<file path="config.mk">
export PLATFORM = sky130hd
export DESIGN_NAME = periph_bus_bridge
export DESIGN_NICKNAME = d
export VERILOG_FILES = /design/src/rtl/periph_bus_bridge.sv
export SDC_FILE = /design/constraint.sdc
export NUM_CORES = 1
export LEC_CHECK = 0
export ABC_AREA = 1
export CAP_MARGIN = 20
export CORE_MARGIN = 2
export CORE_UTILIZATION = 47
export CTS_CLUSTER_DIAMETER = 30
export CTS_CLUSTER_SIZE = 8
export DETAILED_ROUTE_END_ITERATION = 10
export DONT_BUFFER_PORTS = 1
export MAX_ROUTING_LAYER = met4
export PLACE_DENSITY = 0.59
export SLEW_MARGIN = 20
export SYNTH_ARGS = -nofsm -noshare
export SYNTH_HDL_FRONTEND = slang
export SYNTH_SLANG_ARGS = --single-unit
</file>
<file path="constraint.sdc">
create_clock -name clk -period 4.3 [get_ports clk]
set_clock_uncertainty 0.15 [all_clocks]
set_input_delay 0.43 -clock clk [delete_from_list [all_inputs] [get_ports clk]]
set_output_delay 0.43 -clock clk [all_outputs]
set_load 0.03 [all_outputs]
</file>
<file path="src/rtl/periph_bus_bridge.sv">
// Byte-stream debug bridge: decodes read/write commands from a valid/ready byte
// link and acts as initiator on the peripheral register bus (A/WD/WE/RD).
module periph_bus_bridge #(
  parameter int unsigned TIMEOUT_CYCLES = 1_250_000
) (
  input  logic        clk,
  input  logic        rst_n,
  input  logic [7:0]  rx_data,
  input  logic        rx_valid,
  output logic        rx_ready,
  output logic [7:0]  tx_data,
  output logic        tx_valid,
  input  logic        tx_ready,
  output logic [4:0]  A,
  output logic [31:0] WD,
  output logic        WE,
  input  logic [31:0] RD
);

  localparam int unsigned TW = $clog2(TIMEOUT_CYCLES + 1);
  localparam logic [TW-1:0] TO_MAX = TW'(TIMEOUT_CYCLES - 1);
  localparam logic [7:0] RESP_OK  = 8'hAA;
  localparam logic [7:0] RESP_ERR = 8'hEE;

  typedef enum logic [2:0] {
    S_IDLE,
    S_WDATA,
    S_WRITE,
    S_RD_SETUP,
    S_RD_CAP,
    S_TX,
    S_RESP
  } state_t;

  state_t        state_q, state_d;
  logic [1:0]    byte_cnt;
  logic [1:0]    tx_idx;
  logic [31:0]   shift_q;
  logic [31:0]   cap_q;
  logic [4:0]    addr_pend;
  logic [7:0]    resp_q;
  logic [TW-1:0] to_cnt;
  logic          cmd_bad;

  assign cmd_bad = (rx_data[6:5] != 2'b00) || (rx_data[1:0] != 2'b00);

  always_ff @(posedge clk) begin
    if (!rst_n) state_q <= S_IDLE;
    else        state_q <= state_d;
  end

  always_comb begin
    state_d  = state_q;
    rx_ready = 1'b0;
    tx_valid = 1'b0;
    tx_data  = '0;
    WE       = 1'b0;
    case (state_q)
      S_IDLE: begin
        rx_ready = 1'b1;
        if (rx_valid) begin
          if (cmd_bad)         state_d = S_RESP;
          else if (rx_data[7]) state_d = S_WDATA;
          else                 state_d = S_RD_SETUP;
        end
      end
      S_WDATA: begin
        rx_ready = 1'b1;
        if (rx_valid) begin
          if (byte_cnt == 2'd3) state_d = S_WRITE;
        end else if (to_cnt == TO_MAX) begin
          state_d = S_RESP;
        end
      end
      S_WRITE: begin
        WE      = 1'b1;
        state_d = S_RESP;
      end
      S_RD_SETUP: state_d = S_RD_CAP;
      S_RD_CAP:   state_d = S_TX;
      S_TX: begin
        tx_valid = 1'b1;
        tx_data  = cap_q[{tx_idx, 3'b000} +: 8];
        if (tx_ready && tx_idx == 2'd3) state_d = S_IDLE;
      end
      S_RESP: begin
        tx_valid = 1'b1;
        tx_data  = resp_q;
        if (tx_ready) state_d = S_IDLE;
      end
      default: state_d = S_IDLE;
    endcase
  end

  // Write address/data are committed to the bus only with the 4th data byte,
  // so an aborted write leaves A and WD untouched.
  always_ff @(posedge clk) begin
    if (!rst_n) begin
      byte_cnt  <= '0;
      tx_idx    <= '0;
      shift_q   <= '0;
      cap_q     <= '0;
      addr_pend <= '0;
      resp_q    <= '0;
      to_cnt    <= '0;
      A         <= '0;
      WD        <= '0;
    end else begin
      case (state_q)
        S_IDLE: begin
          if (rx_valid) begin
            byte_cnt <= '0;
            to_cnt   <= '0;
            if (cmd_bad)         resp_q    <= RESP_ERR;
            else if (rx_data[7]) addr_pend <= rx_data[4:0];
            else                 A         <= rx_data[4:0];
          end
        end
        S_WDATA: begin
          if (rx_valid) begin
            shift_q  <= {rx_data, shift_q[31:8]};
            byte_cnt <= byte_cnt + 2'd1;
            to_cnt   <= '0;
            if (byte_cnt == 2'd3) begin
              WD <= {rx_data, shift_q[31:8]};
              A  <= addr_pend;
            end
          end else begin
            to_cnt <= to_cnt + TW'(1);
            if (to_cnt == TO_MAX) resp_q <= RESP_ERR;
          end
        end
        S_WRITE: resp_q <= RESP_OK;
        S_RD_CAP: begin
          cap_q  <= RD;
          tx_idx <= '0;
        end
        S_TX: begin
          if (tx_ready) tx_idx <= tx_idx + 2'd1;
        end
        default: ;
      endcase
    end
  end

endmodule

</file>
==> flow_summary.toml, run 1 <==
[outcome]
run_status = "finished, final reports clean"

[logic_synthesis]
synth_cell_types = 37
ys_async_sr_fraction_pct = 0
syn_area_per_cell_um2 = 7.08
yosysSeqAreaShare_pct = 44.5
yosys.area.top_type = "dfxtp_1"
syn_nets = 861
synth_common_cells = "nand2_1 (158), dfxtp_1 (128), nor2_1 (107), a21oi_1 (100), o21ai_0 (88)"
yosysWarnings = 0
synth_area_um2 = 5760
synth_top_area_share_pct = 44.5
yosysMostFrequentCell = "nand2_1"
ys.flop_type = "dfxtp_1"
synthTopCellsByArea = "dfxtp_1 (44%), nand2_1 (10%), a21oi_1 (8.7%)"
synth-seq-cells = 128
synth_edf_count = 0
syn_inst = 814

[final_layout]
seq_area_um2 = 2560
multiInputGateArea_um2 = 2600
antenna_cells = 0
final_nets = 849
drive_above_1_share_pct = 7.48
final_area_um2 = 6380
postLayoutCoreUtil_pct = 53.1
area_delta_synth_final_pct = 10.7
fillers = 1178

[worst_setup_path]
endpoint_kind = "primary output"
critPathMaxFanout = 9
required_ps = 3720
cp_slowest_stage_delay_ps = 610
crit_slowest_cell = "dfxtp_1"
startpoint_type = "flip-flop"
crit_family = "flip-flops"
worstPathArrival_ps = 2100
crit_path_cell_trace = "inv_2 -> nor2_4 -> inv_1 -> a21oi_1"
crit_type = "reg2out"
timing.critical_path.buf_inv = 2

[clocking]
clk_path_buf_depth = 2
cts_resized = 0
clkSinkCount = 128
clk_latency_ps = 420
clock-root-buffer = "clkbuf_16"
cts_buffers = 17
cts_max_level = 4
clkSlewWorstSetupHoldPaths_ps = 50
cts_tree = "done"

[timing]
setup_tns_ps = 0
min_period_over_period_pct = 62.3
period_minus_slack_ps = 2680
finalHoldViolCount = 0
setup_viol = 0
worstMarginPinSlew_ps = 1030
rsz0062_at_grt = "false"
fmax_mhz = 373
slew_headroom_pct = 31.3
hold_slack_ps = 14.4
setup_ws_ps = 1620
final_max_slew_viol_count = 0

[global_route]
grt_max_degree = 65
grt-ovfl-total = 0
antenna_found_initial = 0
grt_pass1_wl_um = 23300
grt_pass1_vias = 4815
grt_use_total_pct = 23.3

[place]
gp_congestion = 0.870
io_buffers = 0
pre_cts_slack_ps = 2060
dpl_cell_area_um2 = 5710
hpwl_um = 9400

[floorplan]
pin_count = 92
start_util_pct = 48.0
rows = 40
die_w_um = 115
die_h_um = 115
die_area_um2 = 13200
fp.coreArea_um2 = 12000

[drt]
drt_wl_total_um = 14400
drt_iter0_markers = 460
detail-route-antenna-nets = 0
num_vias = 5076
viasPerCell = 5.28
drc = 0
wl_per_cell_um = 15.0
first_pass_iters = 5

[power_and_ir_drop]
leakagePower_uw = 0.00240
p_per_area_nw_per_um2 = 578
irDropWorstVdd_uv = 305

[flow_run]
maxCapViolCount = 0

[worst_hold_path]
hold_path_class = "in2reg"
metrics by stage:
stage	cells	total power (µW)
global route	962	3890
finish	962	3690
global placement	922	2230
CTS	959	3700
floorplan	814	2160
detailed placement	922	2250
timing repair:
action / CTS / global route
hold buffers: 5 / 1
endpoints found under the hold margin: 28 / 3
setup buffers: 0 / 0
metal layers:
layer	track usage, %	up-vias	share of wire, %
li1	-	2603	-
met1	30.6	2299	47
met2	33.5	160	44
met3	8.10	14	8.6
met4	7.87	0	1.0
met5	-	-	0
placed cells by master (no fill, tap or decap), drive strengths merged:
cell type / count
o21bai: 3
nand4: 4
bufinv: 3
clkbuf: 24
clkinv: 7
nor2: 116
ha: 3
dlygate4sd3: 6
a21oi: 102
dfxtp: 128
nand2: 164
o21ai: 99
nand3: 50
nor3: 4
buf: 1
a31oi: 1
o211ai: 1
or2: 1
a22oi: 1
a211oi: 2
inv: 95
flip-flops by register name, indices dropped and copies added (netlist names):
| signal | cells |
|---|---|
| tx_idx | 2 |
| cap_q | 32 |
| A | 5 |
| state_q | 3 |
| addr_pend | 5 |
| WD | 32 |
| to_cnt | 21 |
| shift_q | 24 |
| byte_cnt | 2 |
| resp_q | 2 |
kinds of logic (layout without fill, tap and decap cells):
| family | count (synthesis) | in the layout | synth area share (%) |
|---|---|---|---|
| flip-flops | 128 | 128 | 44.5 |
| AO/OA/AOI/OAI | 209 | 209 | 18.8 |
| adder cells (fa/ha/maj) | 3 | 3 | 0.652 |
| buffers and inverters | 135 | 136 | 10.4 |
| AND/OR/NAND/NOR | 339 | 339 | 25.7 |
layout make-up:
class	instances	area share (%)
Multi-Input combinational cell	551	40.7
Clock buffer	22	7.12
Sequential cell	128	40.2
Inverter	95	5.71
Timing Repair Buffer	9	1.24
Clock inverter	10	2.14
Tap cell	147	2.88
where the power goes:
| part | switching [µW] | internal [µW] | leakage (µW) |
|---|---|---|---|
| logic | 528 | 231 | 0.00107 |
| registers | 134 | 1350 | 0.00104 |
| clock network | 518 | 924 | 0.000292 |
| total | 1180 | 2510 | 0.00240 |
worst reg2reg max path: cells and delay by family (launching register included):
kind / cells / cell delay [ps]
AOI/OAI and AO/OA: 2 / 500
buffers and inverters: 1 / 140
DFF: 1 / 440
and+or+nand+nor: 3 / 900
path summary, 6_finish.rpt:
kind / cells past startpoint / startpoint / slack [ps] / endpoint
hold / removal: 2 / rx_data[0] / 10 / shift_q[24]
setup / recovery: 4 / state_q[0] / 1620 / tx_data[0]
setup reg to reg: 6 / state_q[2] / 2050 / WD[21]
hold reg to reg: 2 / addr_pend[1] / 290 / addr_pend[1]
(Power assumes the default switching activity.)
==> inputs of run 2 (changes only) <==
--- a/config.mk
+++ b/config.mk
@@ -14,7 +14,7 @@
 export DETAILED_ROUTE_END_ITERATION = 10
 export DONT_BUFFER_PORTS = 1
 export MAX_ROUTING_LAYER = met4
-export PLACE_DENSITY = 0.59
+export PLACE_DENSITY = 0.61
 export SLEW_MARGIN = 20
 export SYNTH_ARGS = -nofsm -noshare
 export SYNTH_HDL_FRONTEND = slang
==> constraint.sdc (replaced) <==
create_clock -name clk -period 2.35 [get_ports clk]
set_clock_uncertainty 0.15 [all_clocks]
set_input_delay 0.235 -clock clk [delete_from_list [all_inputs] [get_ports clk]]
set_output_delay 0.235 -clock clk [all_outputs]
set_load 0.03 [all_outputs]
==> run 2 against run 1 <==
Compared with the run above:
- via count rose by 1.9%
- sequential power rose by 81%
- total power rose by 82%
- global-route usage rose by 0.067 points
- worst setup slack got worse by 1500 ps
- cell count rose by 4.5%
- critical endpoint is now tx_data[4]
- routed wire length fell by 1.7%
- largest power group unchanged
- combinational power rose by 99%
- flip-flop and latch count did not move
- utilization rose by 3.5 points
- design area rose by 6.6%
- register-to-register slack got worse by 1700 ps
- highest routed layer unchanged
==> flow_summary.toml, run 2 (synthesized netlist as in run 1, its figures left out) <==
[timing]
finalHoldViolCount = 0
setup_viol = 0
period_minus_slack_ps = 2200
final_max_slew_viol_count = 0
min_period_over_period_pct = 93.5
slew_headroom_pct = 63.0
rsz0062_at_grt = "false"
setup_tns_ps = 0
fmax_mhz = 455
worstMarginPinSlew_ps = 555

[place]
io_buffers = 0
gp_congestion = 0.882
hpwl_um = 9280

[clocking]
clk_path_buf_depth = 2
clock-root-buffer = "clkbuf_16"
cts_setup_buffers = 0
cts_buffers = 17
cts_tree = "done"
clkSlewWorstSetupHoldPaths_ps = 60
clkSinkCount = 128
cts_max_level = 4
clk_latency_ps = 410

[worst_setup_path]
r2r_end = "WD[7]"
worstPathArrival_ps = 1810
cp_common_cell = "buf_4"
crit_path_cell_trace = "buf_4 -> inv_2 -> nor2_4 -> inv_1 -> a21oi_1 -> buf_4"
rr_worst_depth = 6
endpoint_kind = "primary output"
required_ps = 1970
cp_slowest_stage_delay_ps = 430
r2r_start = "state_q[1]"
regToRegSetupSlack_ps = 380
crit_type = "reg2out"
crit_slowest_cell = "dfxtp_1"
startpoint_type = "flip-flop"
critPathMaxFanout = 8

[drt]
wl_per_cell_um = 14.1
detail-route-antenna-nets = 0
drt_wl_total_um = 14100
drc = 0
viasPerCell = 5.15
drt_iter0_markers = 305
first_pass_iters = 5
num_vias = 5174

[power_and_ir_drop]
swShare_pct = 32.4
seq_power_share_pct = 40.1
clkPwrFrac_pct = 37.4
p_per_area_nw_per_um2 = 987
comb_power_share_pct = 22.6
p_switching_uw = 2180
cell_internal_pwr_uw = 4530
irDropWorstVdd_uv = 543
leakagePower_uw = 0.00259

[final_layout]
area_delta_synth_final_pct = 18.0
largestRegisters = "WD (32), cap_q (32), shift_q (24)"
postLayoutCoreUtil_pct = 56.6
final_common_cell = "nand2_1"
final_cell_mix = "nand2_1 (158), dfxtp_1 (127), nor2_1 (107)"
drive_above_1_share_pct = 8.39
final_nets = 893
antenna_cells = 0

[flow_run]
maxCapViolCount = 0

[global_route]
grt_use_total_pct = 23.4
grt_pass1_vias = 4879
grt_pass1_wl_um = 23500
grt_max_degree = 80
grt-ovfl-total = 0
antenna_found_initial = 0

[worst_hold_path]
hold_path_class = "in2reg"
hold_depth = 3
min_from = "rst_n"
min_to = "state_q[2]"

[outcome]
run_status = "finished, final reports clean"

[floorplan]
die_area_um2 = 13200
die_h_um = 115
rows = 40
start_util_pct = 48.0
fp.coreArea_um2 = 12000
pin_count = 92
die_w_um = 115
-- run 2: through the flow --
stage	power (µW)	setup WS, ps	std cells	instance area, µm²	hold WS [ps]
floorplan	3950	544	814	5760	228
CTS	6760	92.7	1005	6800	10.4
detailed placement	4160	309	931	5780	224
global route	7110	8.82	1005	6800	32.0
finish	6710	153	1005	6800	20.6
global placement	4130	418	931	5780	218
-- run 2: critical path, delay by kind of cell (launching register included) --
| family | cells | cell delay, ps |
|---|---|---|
| buffers and inverters | 4 | 590 |
| flip-flops | 1 | 430 |
| AND/OR/NAND/NOR | 1 | 200 |
| AO/OA/AOI/OAI | 1 | 170 |
-- run 2: worst max-delay path by stage --
stage	slack [ps]	cells after the start	start	endpoint
2_1_floorplan	540	4	state_q[1]	resp_q[6]
3_3_place_gp	420	6	state_q[2]	WD[16]
3_5_place_dp	310	6	state_q[2]	WD[7]
4_1_cts	90	4	state_q[2]	tx_data[3]
5_1_grt	9	4	state_q[1]	tx_data[3]
6_report	150	6	state_q[0]	tx_data[4]
-- run 2: metal layers --
metal,up-vias,GRT usage [%],wire length [µm]
met4,0,7.55,203
met3,18,8.68,953
met2,122,34.5,6350
met5,-,-,0
li1,2690,-,-
met1,2344,29.8,6640
-- run 2: what timing repair did --
action | CTS | global route
endpoints found under the setup margin | 0 | 5
endpoints found under the hold margin | 103 | 0
hold buffers | 43 | 0
gates resized for setup | 0 | 1
-- run 2: power by group through the flow --
stage	clock network [µW]	logic [µW]	registers, µW
floorplan	0	1290	2650
global route	2650	1730	2730
CTS	2550	1520	2690
global placement	0	1410	2720
finish	2510	1510	2690
detailed placement	0	1430	2730
-- run 2: final cells by class --
type                       count  area (µm²)
clock buffer                  23         488
clock inverter                 8        80.1
fill                        1149        5210
inverter                      95         364
multi-input combinational    551        2600
sequential                   128        2560
tap                          147         184
timing repair buffer          53         523
